## config.mk

```make
export PLATFORM = sky130hd
export DESIGN_NAME = seg7_scan_display_flat
export DESIGN_NICKNAME = d
export VERILOG_FILES = /design/src/rtl/seg7_scan_display_if.sv /design/src/rtl/seg7_scan_display.sv /design/src/flat_wrapper.sv
export SDC_FILE = /design/constraint.sdc
export NUM_CORES = 1
export LEC_CHECK = 0
export BUFFER_PORTS_ARGS = -buffer_cell sky130_fd_sc_hd__buf_2
export CAP_MARGIN = 20
export CORE_MARGIN = 2
export CORE_UTILIZATION = 40
export DETAILED_ROUTE_END_ITERATION = 6
export GPL_TIMING_DRIVEN = 1
export RECOVER_POWER = 100
export SYNTH_ARGS = -nofsm -noshare
export SYNTH_HDL_FRONTEND = slang
export SYNTH_SLANG_ARGS = --single-unit
```

## constraint.sdc

```tcl
create_clock -name clock -period 2.7 [get_ports clock]
set_input_delay 0.135 -clock clock [delete_from_list [all_inputs] [get_ports clock]]
set_output_delay 0.135 -clock clock [all_outputs]
set_load 0.005 [all_outputs]
```

## src/rtl/seg7_scan_display_if.sv

```systemverilog
// seg7_scan_display_if: load/value request and scanned display outputs of the 7-segment driver
interface seg7_scan_display_if #(
  parameter int NUM_DIGITS = 4,
  parameter int DATA_WIDTH = 16
);
  logic [DATA_WIDTH-1:0] value;
  logic                  load;
  logic                  blank_zeros;
  logic                  busy;
  logic [6:0]            out_cathode;
  logic [NUM_DIGITS-1:0] out_anode;
  modport master (output value, load, blank_zeros, input busy, out_cathode, out_anode);
  modport slave  (input value, load, blank_zeros, output busy, out_cathode, out_anode);
endinterface

```

## src/rtl/seg7_scan_display.sv

```systemverilog
// seg7_scan_display: serial binary-to-BCD conversion feeding a multiplexed active-low 7-segment display
module seg7_scan_display #(
  parameter int NUM_DIGITS  = 4,
  parameter int DATA_WIDTH  = 16,
  parameter int REFRESH_DIV = 100000
) (
  input logic                clock,
  input logic                reset,
  seg7_scan_display_if.slave bus
);
  localparam int CW = $clog2(DATA_WIDTH + 1);
  localparam int RW = $clog2(REFRESH_DIV);
  localparam int IW = $clog2(NUM_DIGITS);
  localparam int BW = 4 * NUM_DIGITS;
  localparam logic [63:0] LIMIT = 64'(10 ** NUM_DIGITS - 1);
  function automatic logic [6:0] seg(input logic [3:0] d);
    case (d)
      4'd0: seg = 7'b0000001;
      4'd1: seg = 7'b1001111;
      4'd2: seg = 7'b0010010;
      4'd3: seg = 7'b0000110;
      4'd4: seg = 7'b1001100;
      4'd5: seg = 7'b0100100;
      4'd6: seg = 7'b0100000;
      4'd7: seg = 7'b0001111;
      4'd8: seg = 7'b0000000;
      4'd9: seg = 7'b0000100;
      default: seg = 7'b1111111;
    endcase
  endfunction
  logic                  busy_q, busy_d, ovf_p_q, ovf_p_d, blank_p_q, blank_p_d, ovf_q, ovf_d;
  logic [CW-1:0]         cnt_q, cnt_d;
  logic [DATA_WIDTH-1:0] sh_q, sh_d;
  logic [BW-1:0]         bcd_q, bcd_d, bcd_adj, digits_q, digits_d;
  logic [NUM_DIGITS-1:0] blank_q, blank_d, mask, anode_q, anode_d;
  logic [RW-1:0]         ref_q, ref_d;
  logic [IW-1:0]         idx_q, idx_d;
  logic [6:0]            cathode_q, cathode_d;
  logic                  accept, commit, zero_above, ref_wrap;
  always_comb begin
    bcd_adj = bcd_q;
    for (int i = 0; i < NUM_DIGITS; i++)
      bcd_adj[4*i +: 4] = bcd_q[4*i +: 4] > 4'd4 ? bcd_q[4*i +: 4] + 4'd3 : bcd_q[4*i +: 4];
    // a digit blanks only when it and every digit above it are zero
    zero_above = 1'b1;
    mask = '0;
    for (int i = NUM_DIGITS - 1; i > 0; i--) begin
      zero_above = zero_above && (bcd_q[4*i +: 4] == 4'd0);
      mask[i] = blank_p_q && zero_above;
    end
    accept = bus.load && !busy_q;
    commit = busy_q && (cnt_q == CW'(DATA_WIDTH));
    busy_d = accept ? 1'b1 : commit ? 1'b0 : busy_q;
    cnt_d = accept ? '0 : cnt_q + CW'(busy_q && !commit);
    sh_d = accept ? bus.value : busy_q ? sh_q << 1 : sh_q;
    bcd_d = accept ? '0 : (busy_q && !commit) ? {bcd_adj[BW-2:0], sh_q[DATA_WIDTH-1]} : bcd_q;
    ovf_p_d = accept ? (64'(bus.value) > LIMIT) : ovf_p_q;
    blank_p_d = accept ? bus.blank_zeros : blank_p_q;
    digits_d = commit ? bcd_q : digits_q;
    ovf_d = commit ? ovf_p_q : ovf_q;
    blank_d = commit ? mask : blank_q;
    ref_wrap = ref_q == RW'(REFRESH_DIV - 1);
    ref_d = ref_wrap ? '0 : ref_q + RW'(1);
    idx_d = !ref_wrap ? idx_q : (idx_q == IW'(NUM_DIGITS - 1)) ? '0 : idx_q + IW'(1);
    anode_d = ~(NUM_DIGITS'(1) << idx_q);
    cathode_d = ovf_q ? 7'b1111110 : blank_q[idx_q] ? 7'b1111111 : seg(digits_q[4*idx_q +: 4]);
  end
  always_ff @(posedge clock) begin
    if (reset) begin
      busy_q    <= 1'b0;
      cnt_q     <= '0;
      sh_q      <= '0;
      bcd_q     <= '0;
      ovf_p_q   <= 1'b0;
      blank_p_q <= 1'b0;
      digits_q  <= '0;
      ovf_q     <= 1'b0;
      blank_q   <= '0;
      ref_q     <= '0;
      idx_q     <= '0;
      anode_q   <= ~NUM_DIGITS'(1);
      cathode_q <= 7'b0000001;
    end else begin
      busy_q    <= busy_d;
      cnt_q     <= cnt_d;
      sh_q      <= sh_d;
      bcd_q     <= bcd_d;
      ovf_p_q   <= ovf_p_d;
      blank_p_q <= blank_p_d;
      digits_q  <= digits_d;
      ovf_q     <= ovf_d;
      blank_q   <= blank_d;
      ref_q     <= ref_d;
      idx_q     <= idx_d;
      anode_q   <= anode_d;
      cathode_q <= cathode_d;
    end
  end
  assign bus.busy        = busy_q;
  assign bus.out_anode   = anode_q;
  assign bus.out_cathode = cathode_q;
endmodule

```

## src/flat_wrapper.sv

```systemverilog
// flat-port wrapper written by rule: the top's interface ports become plain ports
module seg7_scan_display_flat 
#(
  parameter int NUM_DIGITS  = 4,
  parameter int DATA_WIDTH  = 16,
  parameter int REFRESH_DIV = 100000
)
  (clock, reset, bus_value, bus_load, bus_blank_zeros, bus_busy, bus_out_cathode, bus_out_anode);
  seg7_scan_display_if #(.NUM_DIGITS(NUM_DIGITS), .DATA_WIDTH(DATA_WIDTH)) bus_i ();
  input logic clock;
  input logic reset;
  input wire logic [$bits(bus_i.value)-1:0] bus_value;
  input wire logic [$bits(bus_i.load)-1:0] bus_load;
  input wire logic [$bits(bus_i.blank_zeros)-1:0] bus_blank_zeros;
  output wire logic [$bits(bus_i.busy)-1:0] bus_busy;
  output wire logic [$bits(bus_i.out_cathode)-1:0] bus_out_cathode;
  output wire logic [$bits(bus_i.out_anode)-1:0] bus_out_anode;
  assign bus_i.value = bus_value;
  assign bus_i.load = bus_load;
  assign bus_i.blank_zeros = bus_blank_zeros;
  assign bus_busy = bus_i.busy;
  assign bus_out_cathode = bus_i.out_cathode;
  assign bus_out_anode = bus_i.out_anode;
  seg7_scan_display #(.NUM_DIGITS(NUM_DIGITS), .DATA_WIDTH(DATA_WIDTH), .REFRESH_DIV(REFRESH_DIV)) u_core (.clock(clock), .reset(reset), .bus(bus_i));
endmodule
```

==> run_results.csv <==
group,metric,value,unit
sta,fmax,0.453,GHz
clock_network,cts.clk_slew.worst_paths,0.08,ns
worst_hold_path,hold_depth,3,
sta,hold_violations,0,
placement,gp_congestion,0.752,
route,wl_per_cell,12.3,microns
cells_and_area,drive_gt1_share,12.1,%
clock_network,cts_buffer_depth,2,
synthesis,yosysTopAreaCell,"dfxtp_1",
worst_setup_path,path_class,"flip-flop to flip-flop",
cells_and_area,final_cell_mix,"dfxtp_1, nor2_1, a21oi_1, nand2_1, buf_2",
power_and_ir_drop,p_seq_share,52.9,%
global_routing,grt_util_all_layers,15.1,%
worst_setup_path,max_stage_delay,0.64,ns
worst_hold_path,min_from,"bus_blank_zeros",
cells_and_area,area_growth,10.7,%
worst_setup_path,crit_family,"multiplexers",
synthesis,synth_area_leaders,"dfxtp_1, a21oi_1, nor2_1, ha_1, mux2i_1",
route,route.detailed.drc,0,
route,vias,3200,
synthesis,mappedNetlistArea,0.00415,sq mm
power_and_ir_drop,total_leakage_power,1.71,nW
sta,slew_headroom,14.3,%
power_and_ir_drop,swShare,22.4,%
sta,period_needed,2.21,ns
route,detail_route.iter0.violations,117,
cells_and_area,layout_commonest_cell,"dfxtp_1",
route,drtAntennaViolNets,0,
route,vias_per_cell,4.99,
synthesis,syn_inst,482,
global_routing,grt_pass1_wl,13900,microns
sta,period_share,81.8,%
global_routing,first_global_vias,3064,
worst_setup_path,startpoint,"u_core.idx_q[0]$_SDFFE_PP0N_",
cells_and_area,nFillCells,1061,
worst_setup_path,rr_worst_depth,7,
clock_network,cts_setup_buffers,0,
sta,setup_tns,0,ns
sta,final.setup_skew,0.00796,ns
synthesis,ys.warnings.count,0,
worst_setup_path,critPathCaptureType,"flip-flop",
sta,worst_pin_slew,1.29,ns
synthesis,synth_nets,520,
cells_and_area,multi_input_area,0.00212,sq mm
power_and_ir_drop,internal_power,2.01,mW
power_and_ir_drop,ir_drop,0.344,mV
die,die_x,106,microns
clock_network,htreeDepth,3,
global_routing,antenna_found_initial,0,
synthesis,synth_ff_type,"dfxtp_1",
cells_and_area,seq_area,0.00180,sq mm
power_and_ir_drop,p_per_area,565,mW/mm^2
clock_network,cts_tree,"yes",
global_routing,overflow,0,
clock_network,root_buffer,"clkbuf_8",
sta,rsz0062_at_grt,"false",
worst_setup_path,cpMostUsedCell,"inv_1",
worst_hold_path,hp-class,"primary input to flip-flop",
synthesis,async_reset_ff_share,0,%
placement,placed_area,0.00437,sq mm
die,die_area,0.0112,sq mm
die,placementRows,37,
synthesis,synth_edf_count,0,
placement,dp.cells,625,
cells_and_area,final_area,0.00459,sq mm
clock_network,clkLatencyLatePin,0.35,ns
power_and_ir_drop,p_comb_share,6.1,%
route,drt-pass1-iter-count,4,
route,routed_wirelength,7910,microns
cells_and_area,antenna_cells,0,
power_and_ir_drop,clockPowerShare,41.0,%
synthesis,synth_cell_types,48,
worst_setup_path,cp_max_fo,12,
sta,maxSlewViolCount,0,
die,start_util,40.7,%
placement,port_buffers,31,
die,core_area,0.0102,sq mm
outcome,outcome,"finished clean",
synthesis,synth-seq-area-share,43.5,%
clock_network,cts_buffers,9,
die,ioPinCount,32,
synthesis,ys_ff_latch,90,
worst_setup_path,cp_num_buf_inv,2,
synthesis,yosysTopAreaCellShare,43.5,%
cells_and_area,final_cells,641,
synthesis,avgSynthCellArea,8.60,sq um
worst_setup_path,crit_arrival,2.43,ns
worst_setup_path,timing.rr.start,"u_core.idx_q[0]$_SDFFE_PP0N_",
worst_setup_path,cp_cell_sequence,"mux4_2, inv_1, ha_1, inv_1, mux2_2, o21ai_0, a21oi_1",
sta,timing.hold.ws,0.0432,ns
clock_network,cts.repair.resized,0,
clock_network,cts_sinks,90,
job,maxCapViolCount,0,
global_routing,grt_max_degree,37,
worst_setup_path,critPathRequiredTime,2.92,ns
sta,setup_violations,0,
die,die_h,106,microns
worst_setup_path,cp-start-kind,"flip-flop",
clock_network,hold_buffers,0,
worst_setup_path,cp_slowest_cell,"mux4_2",
worst_setup_path,cp.depth,7,
power_and_ir_drop,p_sw,0.581,mW
cells_and_area,nets,538,
placement,dpl.hpwl,5410,microns
==> flip-flops by register name (all words and copies together) (netlist names), 2 cells and up <==
register / cells
u_core.cnt_q: 5
u_core.bus.out_anode: 4
u_core.blank_q: 3
u_core.bcd_q: 16
u_core.ref_q: 17
u_core.bus.out_cathode: 7
u_core.idx_q: 2
u_core.digits_q: 16
u_core.sh_q: 16
==> cell usage after synthesis (all sizes together) (3+ instances only) <==
cell type	instances
clkbuf	15
o21ai	22
xnor2	4
a21oi	58
xor2	10
mux2i	20
or3	8
and3	5
ha	18
nand2	51
nor2b	6
nand2b	5
dfxtp	90
nand3	14
inv	21
nor2	63
mux4	4
a211oi	10
o21bai	3
nor3	7
buf	13
o311ai	4
nand4	8
==> area by class of cell <==
cell class                 instances  share of cell area, %
clock inverter                     4                   1.58
sequential                        90                   39.3
multi-input combinational        343                   46.2
timing repair buffer              35                   3.90
clock buffer                      12                   3.60
tap                              136                   3.71
inverter                          21                   1.72
==> power by group through the flow <==
| stage | combinational [mW] | clock [mW] | sequential (mW) |
|---|---|---|---|
| CTS | 0.161 | 1.09 | 1.37 |
| global placement | 0.157 | 0 | 1.40 |
| floorplan | 0.121 | 0 | 1.40 |
| global route | 0.182 | 1.16 | 1.38 |
| finish | 0.159 | 1.06 | 1.37 |
| detailed placement | 0.160 | 0 | 1.40 |
==> worst paths after layout <==
kind / slack (ns) / end
hold / removal: 0.04 / u_core.blank_p_q$_SDFFE_PP0P_
setup / recovery: 0.49 / u_core.bus.out_cathode[2]$_SDFF_PP0_
hold reg to reg: 0.46 / u_core.ref_q[0]$_SDFF_PP0_
setup reg to reg: 0.49 / u_core.bus.out_cathode[2]$_SDFF_PP0_
==> per-stage QoR <==
step	power [mW]	setup WS [ns]	utilization, %
after floorplan	1.52	0.721	-
after global placement	1.56	0.589	42.9
after detailed placement	1.56	0.516	42.9
after CTS	2.63	0.499	45.2
after global routing	2.71	0.289	45.1
final	2.59	0.490	45.1
==> cell families after synthesis <==
group / after synthesis / synth area share, %
simple gates: 181 / 20.9
compound gates: 104 / 14.5
flops: 90 / 43.5
buf+inv: 49 / 5.13
mux: 26 / 7.55
fa+ha+maj: 18 / 5.43
xor+xnor: 14 / 2.96
==> layer usage <==
| layer | GRT usage (%) | share of wire (%) | vias to the layer above |
|---|---|---|---|
| li1 | - | - | 1688 |
| met1 | 19.5 | 50 | 1467 |
| met2 | 24.8 | 46 | 39 |
| met3 | 4.33 | 3.3 | 6 |
| met4 | 4.14 | 0.90 | 0 |
| met5 | 0 | 0 | - |
==> worst register-to-register path, stage by stage, from the launching register on <==
cell,delay (ns)
dfxtp_1,0.61
mux4_2,0.64
inv_1,0.13
ha_1,0.16
inv_1,0.05
mux2_2,0.25
o21ai_0,0.15
a21oi_1,0.09
(Power assumes the default switching activity.)
